===== src/rtl/hclk_seq.sv =====
// Fast-domain clock supervisor: synchronises PLL lock, sequences the domain
// reset and generates phase-aligned programmable clock-enable pulses.
module hclk_seq #(
  parameter int unsigned CHANNELS      = 2,
  parameter int unsigned DIV_W         = 8,
  parameter int unsigned SETTLE_CYCLES = 1024,
  parameter int unsigned CNT_W         = 8
) (
  input  logic                      i_clk,
  input  logic                      i_rst,
  input  logic                      i_lock,
  input  logic [CHANNELS*DIV_W-1:0] i_div,
  input  logic                      i_div_load,
  output logic                      o_rst,
  output logic                      o_ready,
  output logic [CHANNELS-1:0]       o_ce,
  output logic [CNT_W-1:0]          o_loss_cnt
);

  localparam int unsigned SET_W = $clog2(SETTLE_CYCLES + 1);
  localparam logic [SET_W-1:0] SET_LAST = SET_W'(SETTLE_CYCLES - 1);

  typedef enum logic [1:0] {
    WAIT_LOCK = 2'd0,
    SETTLE    = 2'd1,
    RUN       = 2'd2
  } state_t;

  state_t           state, state_nx;
  logic [SET_W-1:0] settle_cnt, settle_nx;
  logic             rst_nx, ready_nx;
  logic [CNT_W-1:0] loss_nx;
  logic             lock_m, lock_s;
  logic             run;

  // Two-flop synchroniser for the asynchronous PLL lock
  always_ff @(posedge i_clk or posedge i_rst) begin
    if (i_rst) begin
      lock_m <= 1'b0;
      lock_s <= 1'b0;
    end else begin
      lock_m <= i_lock;
      lock_s <= lock_m;
    end
  end

  always_ff @(posedge i_clk or posedge i_rst) begin
    if (i_rst) begin
      state      <= WAIT_LOCK;
      settle_cnt <= '0;
      o_rst      <= 1'b1;
      o_ready    <= 1'b0;
      o_loss_cnt <= '0;
    end else begin
      state      <= state_nx;
      settle_cnt <= settle_nx;
      o_rst      <= rst_nx;
      o_ready    <= ready_nx;
      o_loss_cnt <= loss_nx;
    end
  end

  // Outputs are computed for the next state so they change on the transition edge
  always_comb begin
    state_nx  = state;
    settle_nx = settle_cnt;
    rst_nx    = o_rst;
    ready_nx  = o_ready;
    loss_nx   = o_loss_cnt;
    case (state)
      WAIT_LOCK: begin
        rst_nx    = 1'b1;
        ready_nx  = 1'b0;
        settle_nx = '0;
        if (lock_s) state_nx = SETTLE;
      end
      SETTLE: begin
        rst_nx   = 1'b1;
        ready_nx = 1'b0;
        if (!lock_s) begin
          state_nx = WAIT_LOCK;
        end else if (settle_cnt == SET_LAST) begin
          state_nx = RUN;
          rst_nx   = 1'b0;
          ready_nx = 1'b1;
        end else begin
          settle_nx = settle_cnt + SET_W'(1);
        end
      end
      RUN: begin
        rst_nx   = 1'b0;
        ready_nx = 1'b1;
        if (!lock_s) begin
          state_nx = WAIT_LOCK;
          rst_nx   = 1'b1;
          ready_nx = 1'b0;
          if (o_loss_cnt != {CNT_W{1'b1}}) loss_nx = o_loss_cnt + CNT_W'(1);
        end
      end
      default: begin
        state_nx = WAIT_LOCK;
        rst_nx   = 1'b1;
        ready_nx = 1'b0;
      end
    endcase
  end

  assign run = (state == RUN);

  for (genvar k = 0; k < CHANNELS; k++) begin : g_ch
    logic [DIV_W-1:0] shadow, active, cnt;

    always_ff @(posedge i_clk or posedge i_rst) begin
      if (i_rst)           shadow <= DIV_W'(1);
      else if (i_div_load) shadow <= i_div[k*DIV_W +: DIV_W];
    end

    // Counter held at 0 outside RUN so every channel starts aligned;
    // the active divisor only changes on a period boundary.
    always_ff @(posedge i_clk or posedge i_rst) begin
      if (i_rst) begin
        active <= DIV_W'(1);
        cnt    <= '0;
      end else if (!run || active == '0) begin
        active <= shadow;
        cnt    <= '0;
      end else if (cnt == active - DIV_W'(1)) begin
        active <= shadow;
        cnt    <= '0;
      end else begin
        cnt <= cnt + DIV_W'(1);
      end
    end

    assign o_ce[k] = run && (active != '0) && (cnt == '0);
  end

endmodule


===== config.mk =====
export PLATFORM = sky130hd
export DESIGN_NAME = hclk_seq
export DESIGN_NICKNAME = d
export VERILOG_FILES = /design/src/rtl/hclk_seq.sv
export SDC_FILE = /design/constraint.sdc
export NUM_CORES = 1
export LEC_CHECK = 0
export CAP_MARGIN = 5
export CORE_ASPECT_RATIO = 0.75
export CORE_MARGIN = 2
export CORE_UTILIZATION = 65
export CTS_CLUSTER_DIAMETER = 120
export CTS_CLUSTER_SIZE = 24
export DETAILED_ROUTE_END_ITERATION = 10
export DONT_BUFFER_PORTS = 1
export GPL_TIMING_DRIVEN = 0
export PLACE_DENSITY_LB_ADDON = 0.12
export SETUP_SLACK_MARGIN = 0.1
export SYNTH_ARGS = -nofsm -noshare
export SYNTH_HDL_FRONTEND = slang
export SYNTH_SLANG_ARGS = --single-unit

===== constraint.sdc =====
create_clock -name i_clk -period 4.2 [get_ports i_clk]
set_input_delay 0.63 -clock i_clk [delete_from_list [all_inputs] [get_ports i_clk]]
set_output_delay 0.63 -clock i_clk [all_outputs]
set_load 0.01 [all_outputs]

==> results.yml <==
flow_run:
  maxCapViolCount: 0
timing:
  period_needed_ps: 2940
  drv_slew: 0
  finClkSkew_ps: 8.43
  fmax_mhz: 340
  tightest_slew_ps: 858
  hold_viol: 0
  setup_viol: 0
  grt_setup_unrepaired: "no"
  fin_crit_sh_pct: 70.0
  fin_ws_ps: 1260
  tns_ps: 0
  max_slew_margin_pct: 42.8
routing:
  firstDrtPassIters: 4
  viasPerCell: 5.70
  drt_wl_total_um: 6530
  wl_per_cell_um: 15.0
  dr_total_vias: 2478
  drcViolationCount: 0
  drt_iter0_drc: 128
  postRouteAntennaNets: 0
worst_setup_path:
  cp_top_family: "compound AO/OA/AOI/OAI gates"
  arrival_ps: 3180
  cp-startpoint: "g_ch[0].active[0]$_DFFE_PP1P_"
  reg2reg_from: "g_ch[0].active[0]$_DFFE_PP1P_"
  cp_common_cell: "buf_6"
  end_kind: "flip-flop"
  cpPeakStageDelay_ps: 600
  critical_path.startpoint_type: "flip-flop"
  crit_required_ps: 4440
  cp_slowest_cell: "dfstp_2"
  cp_max_fo: 8
  cp_cell_sequence: "inv_1 -> ha_1 -> buf_6 -> o21bai_1 -> a2111oi_0 -> a311oi_1 -> a2111oi_1 -> nand2b_1 -> buf_6 -> mux2_2"
  crit_buf_inv: 3
  critical_path_class: "reg2reg"
synth:
  yosysMostFrequentCell: "dfrtp_1"
  syn_inst: 344
  yosys-top-cells-count: "dfrtp_1, mux2_2, nor2_1"
  synth.top_cell.area_share_pct: 45.5
  yosysUniqueCellTypes: 53
  ys_top_cells_by_area: "dfrtp_1, mux2_2, xor2_1, xnor2_1, ha_1"
  ys_warn_count: 0
  syn-num-nets: 377
  ys_seq_area_share_pct: 49.1
  synth_area_leader_cell: "dfrtp_1"
  async_reset_ff_share_pct: 100
  yosys_most_used_dff: "dfrtp_1"
  synth_edf_count: 0
  synth_area_mm2: 0.00374
  synth_area_per_cell_um2: 10.9
  synth-seq-cells: 73
placement:
  dpl.hpwl_um: 4610
  port_buffers: 0
  preCtsSetupSlack_ps: 1310
  place_congestion: 0.818
die:
  die-height_um: 69.7
  start_util_pct: 68.7
  coreArea_mm2: 0.00544
  die_w_um: 91.5
  die-area_mm2: 0.00638
  rows: 23
  io_pins: 32
clock_network:
  clock_path_buffers: 2
  post_cts_buffers: 0
  cts-root-buf: "clkbuf_8"
  cts_max_level: 3
  cts.sinks: 73
  clk_latency_ps: 350
  cts_hold_buf: 0
  cts_buffers: 9
  cts_resized: 0
  clk_pin_slew_ps: 80
  tritoncts: "done"
global_route:
  grt_pass1_vias: 2387
  grt.total_usage_pct: 22.1
  antenna_found_initial: 0
  grt_max_degree: 74
  grt_pass1_wl_um: 11300
  gr-total-overflow: 0
pwr:
  max-vdd-ir-drop_uv: 298
  power.density_mw_per_mm2: 395
  p_leak_nw: 1.77
outcome:
  status: "complete, no violations"
layout:
  diodes: 0
  drive_gt1_share_pct: 18.3
  layout.nets: 388
  area_growth_pct: 7.97
  fill_cells: 374
  fin_util_pct: 74.2
worst_hold_path:
  min_path_type: "in2reg"
  hold_path_startpoint: "i_lock"
## per-layer routing
metal / wire length [um] / up-vias / track usage, %
li1: - / 1224 / -
met1: 3280 / 1197 / 31.6
met2: 2840 / 50 / 31.9
met3: 345 / 7 / 9.13
met4: 61 / 0 / 4.04
met5: 0 / - / 0
## power breakdown
part | total [mW] | internal, mW | switching, mW
registers | 0.810 | 0.762 | 0.0481
logic | 0.227 | 0.0990 | 0.128
clock network | 0.554 | 0.279 | 0.275
## final cells by class
| type | instances | area [um^2] | area share [%] |
|---|---|---|---|
| plain buffers | 12 | 82.6 | 2.05 |
| clock buffers | 9 | 124 | 3.07 |
| clock inverters | 7 | 77.6 | 1.92 |
| inverters | 19 | 73.8 | 1.83 |
| multi-input cells | 240 | 1750 | 43.4 |
| flip-flops and latches | 73 | 1830 | 45.4 |
| well taps | 75 | 93.8 | 2.33 |
## cell usage in the layout (no fill, tap or decap), types with 2 or more instances in the layout
master	netlist	layout
ha_1	13	13
nand3_1	16	16
nor2b_1	3	3
inv_6	0	2
buf_2	2	2
xor2_1	23	23
a21oi_1	6	6
nor4b_1	4	4
o22a_1	2	2
and3_1	11	11
inv_1	19	18
buf_6	2	2
nor2_1	27	27
mux2_2	29	29
nor4_1	2	2
a311oi_1	2	2
nand2_1	19	19
dfstp_2	5	5
xnor2_1	19	19
o21ai_0	14	14
clkbuf_1	5	5
nand2b_1	4	4
clkinv_4	0	2
clkbuf_8	0	9
nor3_1	7	7
nand4_1	9	9
a31oi_1	3	3
a22o_2	3	3
dfrtp_1	68	68
## kinds of logic after synthesis
kind of cell               after synthesis  synth area share [%]
buffers and inverters                   31                  4.12
and+or+nand+nor                        111                  15.3
muxes                                   30                  9.01
xor gates and xnor gates                42                  9.85
adders and majority gates               13                  4.35
AOI/OAI and AO/OA                       44                  8.31
DFF                                     73                  49.1
## sequential cells by signal, summed over array words and instances, names as in the netlist, 2 cells and up
name,flops
g_ch.shadow,16
settle_cnt,11
g_ch.active,16
o_loss_cnt,8
g_ch.cnt,16
state,2
## worst paths after layout
| path | endpoint | slack [ps] | cells past startpoint |
|---|---|---|---|
| worst max-delay path | g_ch[0].active[2]$_DFFE_PP0P_ | 1260 | 10 |
| worst min-delay path | lock_m$_DFF_PP0_ | 300 | 0 |
| worst max register to register | g_ch[0].active[2]$_DFFE_PP0P_ | 1260 | 10 |
| worst min register to register | lock_s$_DFF_PP0_ | 360 | 0 |
| max in group asynchronous | g_ch[1].active[1]$_DFFE_PP0P_ | 3310 | 1 |
| min in group asynchronous | lock_m$_DFF_PP0_ | 330 | 1 |
## per-stage QoR
stage	cell area [um^2]	instances	hold WS, ps	power, mW
after floorplan	3740	344	331	0.998
after global placement	3830	419	341	1.04
after detailed placement	3830	419	344	1.05
after CTS	4030	435	284	1.60
after global routing	4030	435	268	1.68
final	4030	435	302	1.59
Note: power is estimated with default switching activity, not from simulation.
